[src/rtl/dmem_pkg.sv]
// Shared encodings and helpers for the M-stage data-memory responder.
package dmem_pkg;

  localparam logic [1:0] SZ_B = 2'b00;
  localparam logic [1:0] SZ_H = 2'b01;
  localparam logic [1:0] SZ_W = 2'b10;

  typedef enum logic [2:0] {
    IDLE,
    RD,
    CAP,
    WR,
    RESP
  } state_e;

  // Flags accesses that must not reach the SRAM; size 2'b11 is always illegal.
  function automatic logic is_misaligned(input logic [1:0] size, input logic [1:0] off);
    case (size)
      SZ_B:    is_misaligned = 1'b0;
      SZ_H:    is_misaligned = off[0];
      SZ_W:    is_misaligned = (off != 2'b00);
      default: is_misaligned = 1'b1;
    endcase
  endfunction

endpackage

[src/rtl/store_merge.sv]
// Lane merge of right-justified store data into an existing word.
module store_merge
  import dmem_pkg::*;
(
  input  logic [31:0] i_old_word,
  input  logic [31:0] i_wdata,
  input  logic [1:0]  i_size,
  input  logic [1:0]  i_byte_off,
  output logic [31:0] o_merged
);

  always_comb begin
    // NOTE: default assignment first so every path drives o_merged and no latch is inferred.
    o_merged = i_old_word;
    case (i_size)
      SZ_B:    o_merged[{i_byte_off, 3'b000} +: 8]    = i_wdata[7:0];
      SZ_H:    o_merged[{i_byte_off[1], 4'b0000} +: 16] = i_wdata[15:0];
      SZ_W:    o_merged = i_wdata;
      default: o_merged = i_old_word;
    endcase
  end

endmodule

[src/rtl/dmem_responder.sv]
// Single-outstanding load/store responder for a byte-enable-less word SRAM;
// sub-word stores go through read-modify-write.
module dmem_responder
  import dmem_pkg::*;
#(
  parameter int ADDR_W = 12
) (
  input  logic              clk,
  input  logic              rst_n,
  input  logic              req_valid,
  output logic              req_ready,
  input  logic              req_we,
  input  logic [1:0]        req_size,
  input  logic [31:0]       req_addr,
  input  logic [31:0]       req_wdata,
  output logic              resp_valid,
  input  logic              resp_ready,
  output logic [31:0]       resp_rdata,
  output logic              resp_err,
  output logic              mem_en,
  output logic              mem_we,
  output logic [ADDR_W-1:0] mem_addr,
  output logic [31:0]       mem_wdata,
  input  logic [31:0]       mem_rdata
);

  state_e            r_state;
  logic              r_we;
  logic [1:0]        r_size;
  logic [ADDR_W+1:0] r_addr;
  logic [31:0]       r_wdata;
  logic [31:0]       r_buf;
  logic [31:0]       r_resp_rdata;
  logic              r_resp_err;
  logic [31:0]       w_merged;

  // Address bits above the SRAM window alias and are deliberately ignored.
  logic w_unused_addr;
  assign w_unused_addr = &{1'b0, req_addr[31:ADDR_W+2]};

  store_merge u_store_merge (
    .i_old_word (mem_rdata),
    .i_wdata    (r_wdata),
    .i_size     (r_size),
    .i_byte_off (r_addr[1:0]),
    .o_merged   (w_merged)
  );

  always_ff @(posedge clk) begin
    if (!rst_n) begin
      r_state      <= IDLE;
      r_we         <= 1'b0;
      r_size       <= SZ_B;
      r_addr       <= '0;
      r_wdata      <= '0;
      r_buf        <= '0;
      r_resp_rdata <= '0;
      r_resp_err   <= 1'b0;
    end else begin
      // NOTE: non-blocking throughout so every register samples pre-edge values.
      case (r_state)
        IDLE: begin
          if (req_valid) begin
            r_we         <= req_we;
            r_size       <= req_size;
            r_addr       <= req_addr[ADDR_W+1:0];
            r_wdata      <= req_wdata;
            r_resp_rdata <= '0;
            r_resp_err   <= 1'b0;
            if (is_misaligned(req_size, req_addr[1:0])) begin
              r_resp_err <= 1'b1;
              r_state    <= RESP;
            end else if (req_we && req_size == SZ_W) begin
              r_buf   <= req_wdata;
              r_state <= WR;
            end else begin
              r_state <= RD;
            end
          end
        end
        RD: r_state <= CAP;
        CAP: begin
          if (r_we) begin
            r_buf   <= w_merged;
            r_state <= WR;
          end else begin
            r_resp_rdata <= mem_rdata;
            r_state      <= RESP;
          end
        end
        WR: r_state <= RESP;
        RESP: begin
          if (resp_ready) r_state <= IDLE;
        end
        default: r_state <= IDLE;
      endcase
    end
  end

  // SRAM strobes and handshakes decode from state alone, never from req_*.
  assign req_ready  = (r_state == IDLE);
  assign resp_valid = (r_state == RESP);
  assign resp_rdata = r_resp_rdata;
  assign resp_err   = r_resp_err;
  assign mem_en     = (r_state == RD) || (r_state == WR);
  assign mem_we     = (r_state == WR);
  assign mem_addr   = r_addr[ADDR_W+1:2];
  assign mem_wdata  = r_buf;

endmodule

[config.mk]
export PLATFORM = sky130hd
export DESIGN_NAME = dmem_responder
export DESIGN_NICKNAME = d
export VERILOG_FILES = /design/src/rtl/dmem_pkg.sv /design/src/rtl/store_merge.sv /design/src/rtl/dmem_responder.sv
export SDC_FILE = /design/constraint.sdc
export NUM_CORES = 1
export LEC_CHECK = 0
export BUFFER_PORTS_ARGS = -buffer_cell sky130_fd_sc_hd__buf_2
export CORE_MARGIN = 3
export CORE_UTILIZATION = 57
export CTS_BUF_LIST = sky130_fd_sc_hd__clkbuf_4 sky130_fd_sc_hd__clkbuf_8 sky130_fd_sc_hd__clkbuf_16
export DETAILED_ROUTE_END_ITERATION = 12
export GPL_TIMING_DRIVEN = 0
export PLACE_DENSITY = 0.92
export SYNTH_ARGS = -nofsm -noshare
export SYNTH_HDL_FRONTEND = slang
export SYNTH_SLANG_ARGS = --single-unit
[constraint.sdc]
create_clock -name clk -period 8.3 [get_ports clk]
set_clock_uncertainty 0.15 [all_clocks]
set_input_delay 0.83 -clock clk [delete_from_list [all_inputs] [get_ports clk]]
set_output_delay 0.83 -clock clk [all_outputs]
set_load 0.02 [all_outputs]
# Word level (Yosys, flattened, before mapping)
# Index checks and enable logic that the tools add are counted.
# totals
memories	0
elab_cells	61
ff_bits	117
rom_bits	0
latchBits	0
out_inout_bits	81
mem_bits_rw	0
# op_classes
shift	4
magnitude_cmp	0
reduce_logical	11
div_mod_pow	0
eq_ne	14
n_addsub	2
n_mul	0
bitwise_logic	0
mux	22
# op_table
cell	n
32-bit two-way mux	6
32-bit one-hot mux with 2 select lines	2
32-bit one-hot mux with 3 select lines	1
32-bit bitwise mux	2
16-bit by 7-bit variable shift with 32-bit output, first input constant	1
8-bit by 7-bit variable shift with 32-bit output, first input constant	1
16-bit by 7-bit indexed part select with 32-bit output	1
8-bit by 7-bit indexed part select with 32-bit output	1
3-bit one-hot mux with 5 select lines	1
5-bit negator with 7-bit output	2
3-bit two-way mux	4
2-bit inequality test, second input constant	4
3-bit by 2-bit equality test with 1-bit output, second input constant	2
5-bit AND reduction	1
2-bit by 1-bit equality test with 1-bit output, second input constant	2
2-bit equality test, second input constant	2
2-bit logical NOT	2
1-bit two-way mux	4
2-bit by 1-bit inequality test with 1-bit output, second input constant	2
2-bit AND reduction	2
2-bit nonzero test	2
3-bit by 1-bit equality test with 1-bit output, second input constant	1
3-bit equality test, second input constant	1
3-bit logical NOT	1
other kinds (5)	5

# Longest topological paths before layout
# Gate-level depths: netlist of run 1.
# logic_depth
depth_word	8
depth_mapped	9
mapped_depth_nobuf	6

# Modules after synthesis
# A second synthesis of run 1 with hierarchy kept.
# unflattened
hier_cells	728
area_unflattened_um2	5770.5
# modules_own_cells
module	area_each_um2	cells_per_inst	instances
dmem_responder	4495.6	546	1
store_merge	1275.0	182	1

# Worst setup path after synthesis of run 1
# No wires, ideal clock.
# synth_path
path_type	reg-to-reg
start	register r_addr[1]
end	register r_buf[10], in the netlist mem_wdata[10]
path_stages_with_launch	10
setup_time_ns	0.060
n_path_buf	3
slack_ns	5.469
required_time_ns	8.090
t_arrival_ns	2.621
cell_sequence	dfxtp_1 -> clkbuf_1 -> clkbuf_1 -> inv_1 -> ha_1 -> nor3b_1 -> clkbuf_1 -> a32oi_1 -> o211ai_2 -> o221a_1
# synth_between
elab_chain_cells	6
# synth_lines
element	line_no	source
start: declaration	dmem_responder.sv:30	logic [ADDR_W+1:0] r_addr;
start signal: assignment	dmem_responder.sv:66	r_addr <= req_addr[ADDR_W+1:0];
5-bit negator with 7-bit output, on equally long branches	store_merge.sv:17, store_merge.sv:16	
16-bit by 7-bit indexed part select with 32-bit output, or another cell as far along	store_merge.sv:17	SZ_H: o_merged[{i_byte_off[1], 4'b0000} +: 16] = i_wdata[15:0];
32-bit bitwise mux, on equally long branches	store_merge.sv:17, store_merge.sv:16	
32-bit one-hot mux with 3 select lines *	store_merge.sv:15	case (i_size)
32-bit two-way mux *	dmem_responder.sv:83	if (r_we) begin
32-bit one-hot mux with 2 select lines *	dmem_responder.sv:61	case (r_state)
end signal: assignment	dmem_responder.sv:74	r_buf <= req_wdata;
end signal: assignment	dmem_responder.sv:84	r_buf <= w_merged;
end: declaration	dmem_responder.sv:32	logic [31:0] r_buf;
# Mark *: on every way between the ends. The rest lies on a longest branch, timed or not. The select of a mux whose other input is x is not followed.
# A chain may end at the register's enable or synchronous reset.

# Worst setup path in the final report of run 1
# layout_path
start	register r_addr[1]
end	register r_buf[29], in the netlist mem_wdata[29]
# Same word-level chain as after synthesis.

==> flow_summary.toml, run 1 <==
[grt]
grt_pass1_wl_um = 35650
track_usage_pct = 34.90
grt_pass1_vias = 7089
grt_overflow = 0
antenna_found_initial = 0
grt_max_degree = 17

[floorplan]
start_util_pct = 58.94
io_pins = 184
fp.dieH_um = 112.3
dieWidth_um = 112.3
std_cell_rows = 38
core_um2 = 10940
dieArea_um2 = 12620

[detailed_routing]
vias_per_cell = 6.419
num_vias = 7138
routed_wl_um = 22320
wire_per_inst_um = 20.07
drt-pass1-iter-count = 6
antenna_left = 0
drc = 0
first_iter_violations = 872

[clock_network]
clock_latency_ns = 0.42
cts_resized = 0
root_buffer = "clkbuf_16"
cts_tree = "built"
clock_path_buffers = 2
clkSinkCount = 117
clkTransAtPathRegs_ns = 0.06
htreeDepth = 4
cts_setup_buffers = 0
hold_buffers = 0
cts_buffers = 17

[synth]
synth_cell_types = 42
synth_nets = 884
synth_top_area_share_pct = 36.34
async_flop_share_pct = 0
syn_inst = 776
synth.avg_cell_area_um2 = 8.305
yosys-top-cells-area = "dfxtp_1 (36%), a21oi_1 (8.4%), nand2_1 (6.4%)"
ys.flop_type = "dfxtp_1"
ys_warn_count = 0
yosys-top-cells-count = "dfxtp_1 (117), nand2_1 (110), a21oi_1 (108)"
ys_ff_latch = 117
yosys.area.top_type = "dfxtp_1"
synth_edf_count = 0
ys_seq_area_share_pct = 36.34
synth.most_common_cell = "dfxtp_1"
netlist_area_um2 = 6445

[power_and_ir_drop]
p_seq_share_pct = 35.6
p_per_area_nw_per_um2 = 216.1
p_comb_share_pct = 18.3
worst_ir_drop_vdd_v = 0.0001496
pwr-share-clk_pct = 46.1
switching_share_pct = 28.92
power.leakage_uw = 0.003434
p_int_uw = 1242
p_switching_uw = 505.6

[critical_path]
critical_path.max_stage_delay_ns = 0.77
start_kind = "flip-flop"
crit_slowest_cell = "nor3b_1"
crit_top_cell = "clkbuf_1"
arrival_ns = 4.13
path_class = "reg2reg"
required_ns = 8.51
critPathCaptureType = "flip-flop"
crit_chain = "clkbuf_1 > clkbuf_1 > inv_1 > ha_1 > nor3b_1 > clkbuf_1 > a32oi_1 > o211ai_2 > o221a_1"
worstPathMaxFanout = 10

[placed_design]
portBuffers = 164
dp.cells = 1080
dp_hpwl_um = 15680
gp_congestion = 0.9979

[timing]
finalHoldViolations = 0
finalMaxSlewViolations = 0
slew_headroom_pct = 20.50
setup_viol = 0
worstMarginPinSlew_ns = 1.183
finalSetupTns_ns = 0
post-route-min-period_ns = 3.912
fin_crit_sh_pct = 47.13
max_clock_freq_ghz = 0.2556
rsz0062_at_grt = "false"

[finish]
layout-drive-gt1-share_pct = 28.70
register_area_um2 = 2342
nets = 1067
synthToLayoutAreaGrowth_pct = 25.49
diodes = 0
stdcell_count = 1112
final_util_pct = 73.96
multi_input_area_um2 = 3664
nFillCells = 824

[hold_path]
hp-class = "reg2reg"

[flow_run]
max_cap_viol_count = 0

[run_status]
outcome = "finished clean"
[cell type report]
| class | count | share of cell area (%) |
|---|---|---|
| plain buffers | 89 | 5.183 |
| clock buffers | 18 | 5.353 |
| clock inverters | 14 | 2.568 |
| inverters | 7 | 0.3249 |
| multi-input cells | 563 | 45.30 |
| flip-flops and latches | 117 | 28.96 |
| well taps | 140 | 2.166 |
| repair buffers | 164 | 10.15 |
[logic make-up (layout without fill, tap and decap cells)]
logic type / count (synthesis) / in the layout / synth area share, %
mux: 33 / 33 / 5.747
flops: 117 / 117 / 36.34
buf+inv: 96 / 292 / 6.911
compound gates: 273 / 273 / 30.77
simple gates: 252 / 252 / 19.26
fa+ha+maj: 5 / 5 / 0.9707
[worst paths after layout]
path / startpoint / endpoint / slack, ns / depth (start not counted)
max: r_addr[1]$_SDFFE_PN0P_ / mem_wdata[29]$_SDFFE_PN0P_ / 4.39 / 9
min: r_addr[3]$_SDFFE_PN0P_ / r_addr[3]$_SDFFE_PN0P_ / 0.30 / 2
max reg2reg: r_addr[1]$_SDFFE_PN0P_ / mem_wdata[29]$_SDFFE_PN0P_ / 4.39 / 9
min reg2reg: r_addr[3]$_SDFFE_PN0P_ / r_addr[3]$_SDFFE_PN0P_ / 0.30 / 2
[power groups by stage]
stage	Clock, uW	Sequential (uW)	Combinational [uW]
after floorplan	0	632	196
after global placement	0	630	300
after detailed placement	0	630	307
after CTS	805	619	312
after global routing	832	623	345
final	806	622	320
[critical path: cells and delay by family, from the launching register on]
kind / cells / cell delay (ns)
AO/OA/AOI/OAI: 3 / 0.61
buffers and inverters: 4 / 1.52
flip-flops: 1 / 0.52
adder cells (fa/ha/maj): 1 / 0.26
AND/OR/NAND/NOR: 1 / 0.77
[metrics by stage]
step	area (um^2)	worst slack (ns)	power [uW]	hold slack, ns
after CTS	8088	4.550	1735	0.3058
after global placement	7441	4.639	929.7	0.2896
after detailed placement	7447	4.611	937.6	0.2985
final	8088	4.388	1748	0.3030
after global routing	8088	4.178	1800	0.3263
after floorplan	6445	5.469	827.8	0.2838
[state kept, by name (all words and copies together), names as in the netlist]
register    count
r_addr         14
resp_rdata     32
mem_wdata      32
r_we            1
resp_err        1
r_wdata        32
r_size          2
r_state         3
[placed cells by master, fill, tap and decap left out, types with 4 or more instances in the layout]
cell       synthesis  final
clkinv_2           0      5
mux2_2            32     32
o211ai_2          20     20
a22oi_1           32     32
buf_2             11    175
bufinv_16          0      5
a221o_1            8      8
nor3b_1            9      9
o21a_1             8      8
clkbuf_1          54     54
o211ai_1           4      4
dfxtp_1          117    117
and3b_1           16     16
buf_4             13     13
nor2_1            61     61
o221ai_1           8      8
clkbuf_16          0     17
and2_1            12     12
ha_1               5      5
a32oi_1           24     24
buf_1              8      8
nor4b_1           11     10
a21oi_1          108    108
nand2_1          110    110
inv_1              4      4
nor2b_1           21     21
o221a_1           24     24
a311oi_1           8      8
o21ai_0           25     25
[layer usage]
layer	GRT usage (%)	part of all wire [%]	vias to the layer above
met5	0	0	-
met4	18.51	4.6	0
met3	8.248	12	115
met2	54.83	44	509
met1	44.58	39	3298
li1	-	-	3216
No activity file was read; power rests on OpenSTA's default activity.
==> run 2: changes to the inputs <==
CORE_UTILIZATION = 53   (was 57)
PLACE_DENSITY = 0.87   (was 0.92)
clock period = 4 ns   (was 8.3 ns; I/O delays follow)
==> run 2 against run 1 <==
The run now ends with design-rule violations left. Worst hold slack worse by 0.24 ns. Setup slack got worse by 4.1 ns. Die area up 7.1%. Final cell count up 0.27%. Critical path depth decreased by 1. First-iteration DRC count is 10% lower. Total power rose by 100%. Largest cell class unchanged.
==> flow_summary.toml, run 2 (synthesis results as in run 1) <==
[hold_path]
hp-class = "in2reg"
min_to = "r_addr[4]$_SDFFE_PN0P_"
hold_start = "req_addr[4]"
hold_depth = 3

[detailed_routing]
drt-pass1-iter-count = 10
first_iter_violations = 784
num_vias = 6956
drc = 1
vias_per_cell = 6.239
routed_wl_um = 21760
antenna_left = 0
wire_per_inst_um = 19.52

[critical_path]
path_buf_inv = 3
crit_chain = "clkbuf_1 > clkbuf_1 > inv_1 > ha_1 > nor3_1 > a221o_1 > o221ai_1 > a311oi_1"
arrival_ns = 3.88
crit_slowest_cell = "nor3_1"
crit_top_cell = "clkbuf_1"
r2r_slack_ns = 0.30
worstPathMaxFanout = 10
cpLargestDelayFamily = "buffers and inverters"
path_class = "reg2reg"
start_kind = "flip-flop"
critPathCaptureType = "flip-flop"
required_ns = 4.18
rr_startpoint = "r_addr[1]$_SDFFE_PN0P_"
critical_path.max_stage_delay_ns = 0.83
r2r-end = "mem_wdata[7]$_SDFFE_PN0P_"
r2r_cells = 8

[finish]
nets = 1068
synthToLayoutAreaGrowth_pct = 25.08
diodes = 0
final_common_cell = "buf_2"
final_util_pct = 69.12
layout-drive-gt1-share_pct = 28.81
layout_common_cells = "buf_2 (175), dfxtp_1 (117), nand2_1 (110)"

[grt]
antenna_found_initial = 1
track_usage_pct = 32.26
grt_overflow = 0
grt_pass1_vias = 6704
grt_pass1_wl_um = 34110
grt_max_degree = 17

[floorplan]
io_pins = 184
start_util_pct = 55.26
dieArea_um2 = 13520
dieWidth_um = 116.3
fp.dieH_um = 116.3
std_cell_rows = 39
core_um2 = 11660

[timing]
setup_slack_ns = 0.2985
post-route-min-period_ns = 3.701
max_clock_freq_ghz = 0.2702
finalSetupTns_ns = 0
finalMaxSlewViolations = 0
fin_crit_sh_pct = 92.54
finalHoldViolations = 0
setup_viol = 0
slew_headroom_pct = 27.80
rsz0062_at_grt = "false"
worstMarginPinSlew_ns = 1.075

[power_and_ir_drop]
worst_ir_drop_vdd_v = 0.0004233
p_seq_share_pct = 36.7
totalPowerFinal_uw = 3503
pwr-share-clk_pct = 44.4
p_comb_share_pct = 18.8
p_switching_uw = 1017
p_int_uw = 2486
power.leakage_uw = 0.003422
switching_share_pct = 29.02
p_per_area_nw_per_um2 = 434.5

[placed_design]
portBuffers = 164
gp_congestion = 0.9984
dp_hpwl_um = 15410
dp_worst_setup_slack_ns = 0.3528

[clock_network]
clkTransAtPathRegs_ns = 0.05
cts_buffers = 17
cts_setup_buffers = 0
root_buffer = "clkbuf_16"
clkSinkCount = 117
clock_latency_ns = 0.42
htreeDepth = 4
cts_tree = "built"
clock_path_buffers = 2

[flow_run]
max_cap_viol_count = 0

[run_status]
failed_checks = "design-rule violations"
outcome = "finished, violations left"
==> run 2: cell types whose count changed in the layout (fill, tap and decap cells not counted) <==
| cell | before | now |
|---|---|---|
| clkbuf_8 | 0 | 2 |
| nor3b_1 | 9 | 8 |
| clkinv_4 | 1 | 0 |
| clkbuf_4 | 1 | 2 |
| bufinv_16 | 5 | 3 |
| nor3b_2 | 1 | 2 |
| inv_6 | 1 | 0 |
| buf_4 | 13 | 14 |
==> run 2: area by class of cell <==
class / count / area (um^2)
multi-input combinational: 563 / 3669
fill: 911 / 3601
sequential: 117 / 2342
timing repair buffer: 165 / 828.3
clock buffer: 21 / 467.9
buffer: 89 / 419.2
tap: 143 / 178.9
clock inverter: 10 / 130.1
inverter: 7 / 26.28
==> run 2: per-layer routing <==
layer / share of wire, % / vias to the layer above / wire, um / track usage [%]
met4: 4.3 / 2 / 944 / 16.63
met5: 0.060 / - / 13 / 0
met3: 12 / 86 / 2628 / 11.35
li1: - / 3217 / - / -
met2: 44 / 457 / 9587 / 48.89
met1: 39 / 3194 / 8586 / 40.51
==> run 2: repair_timing <==
action	in CTS	in global routing
hold buffers	0	0
gates resized for setup	0	1
endpoints found under the setup margin	0	3
endpoints found under the hold margin	0	0
==> run 2: power groups by stage <==
| stage | Sequential (uW) | Clock, uW | Combinational, uW |
|---|---|---|---|
| after CTS | 1280 | 1570 | 643 |
| after global placement | 1310 | 0 | 626 |
| after floorplan | 1310 | 0 | 407 |
| after detailed placement | 1310 | 0 | 636 |
| after global routing | 1290 | 1610 | 713 |
| final | 1290 | 1560 | 659 |
==> run 2: stage by stage <==
stage,std cells,area (um^2),hold slack [ns]
2_1_floorplan,776,6445,0.2838
5_1_grt,1115,8061,0.06592
6_report,1115,8061,0.06147
4_1_cts,1115,8056,0.04960
3_3_place_gp,1083,7445,0.2912
3_5_place_dp,1084,7458,0.2948
==> run 2: worst min-delay path, cell delays in order <==
cell and delay (ns):
buf_2 0.09, nand2_1 0.04, a21oi_1 0.05
==> run 2: worst max-delay path by stage <==
stage / from / endpoint / slack, ns / cells after the start
4_1_cts: r_addr[1]$_SDFFE_PN0P_ / mem_wdata[27]$_SDFFE_PN0P_ / 0.33 / 9
2_1_floorplan: r_addr[1]$_SDFFE_PN0P_ / mem_wdata[10]$_SDFFE_PN0P_ / 1.17 / 9
6_report: r_addr[1]$_SDFFE_PN0P_ / mem_wdata[7]$_SDFFE_PN0P_ / 0.30 / 8
3_5_place_dp: r_addr[1]$_SDFFE_PN0P_ / mem_wdata[9]$_SDFFE_PN0P_ / 0.35 / 9
5_1_grt: r_addr[1]$_SDFFE_PN0P_ / mem_wdata[7]$_SDFFE_PN0P_ / 0.12 / 8
3_3_place_gp: r_addr[1]$_SDFFE_PN0P_ / mem_wdata[26]$_SDFFE_PN0P_ / 0.36 / 9
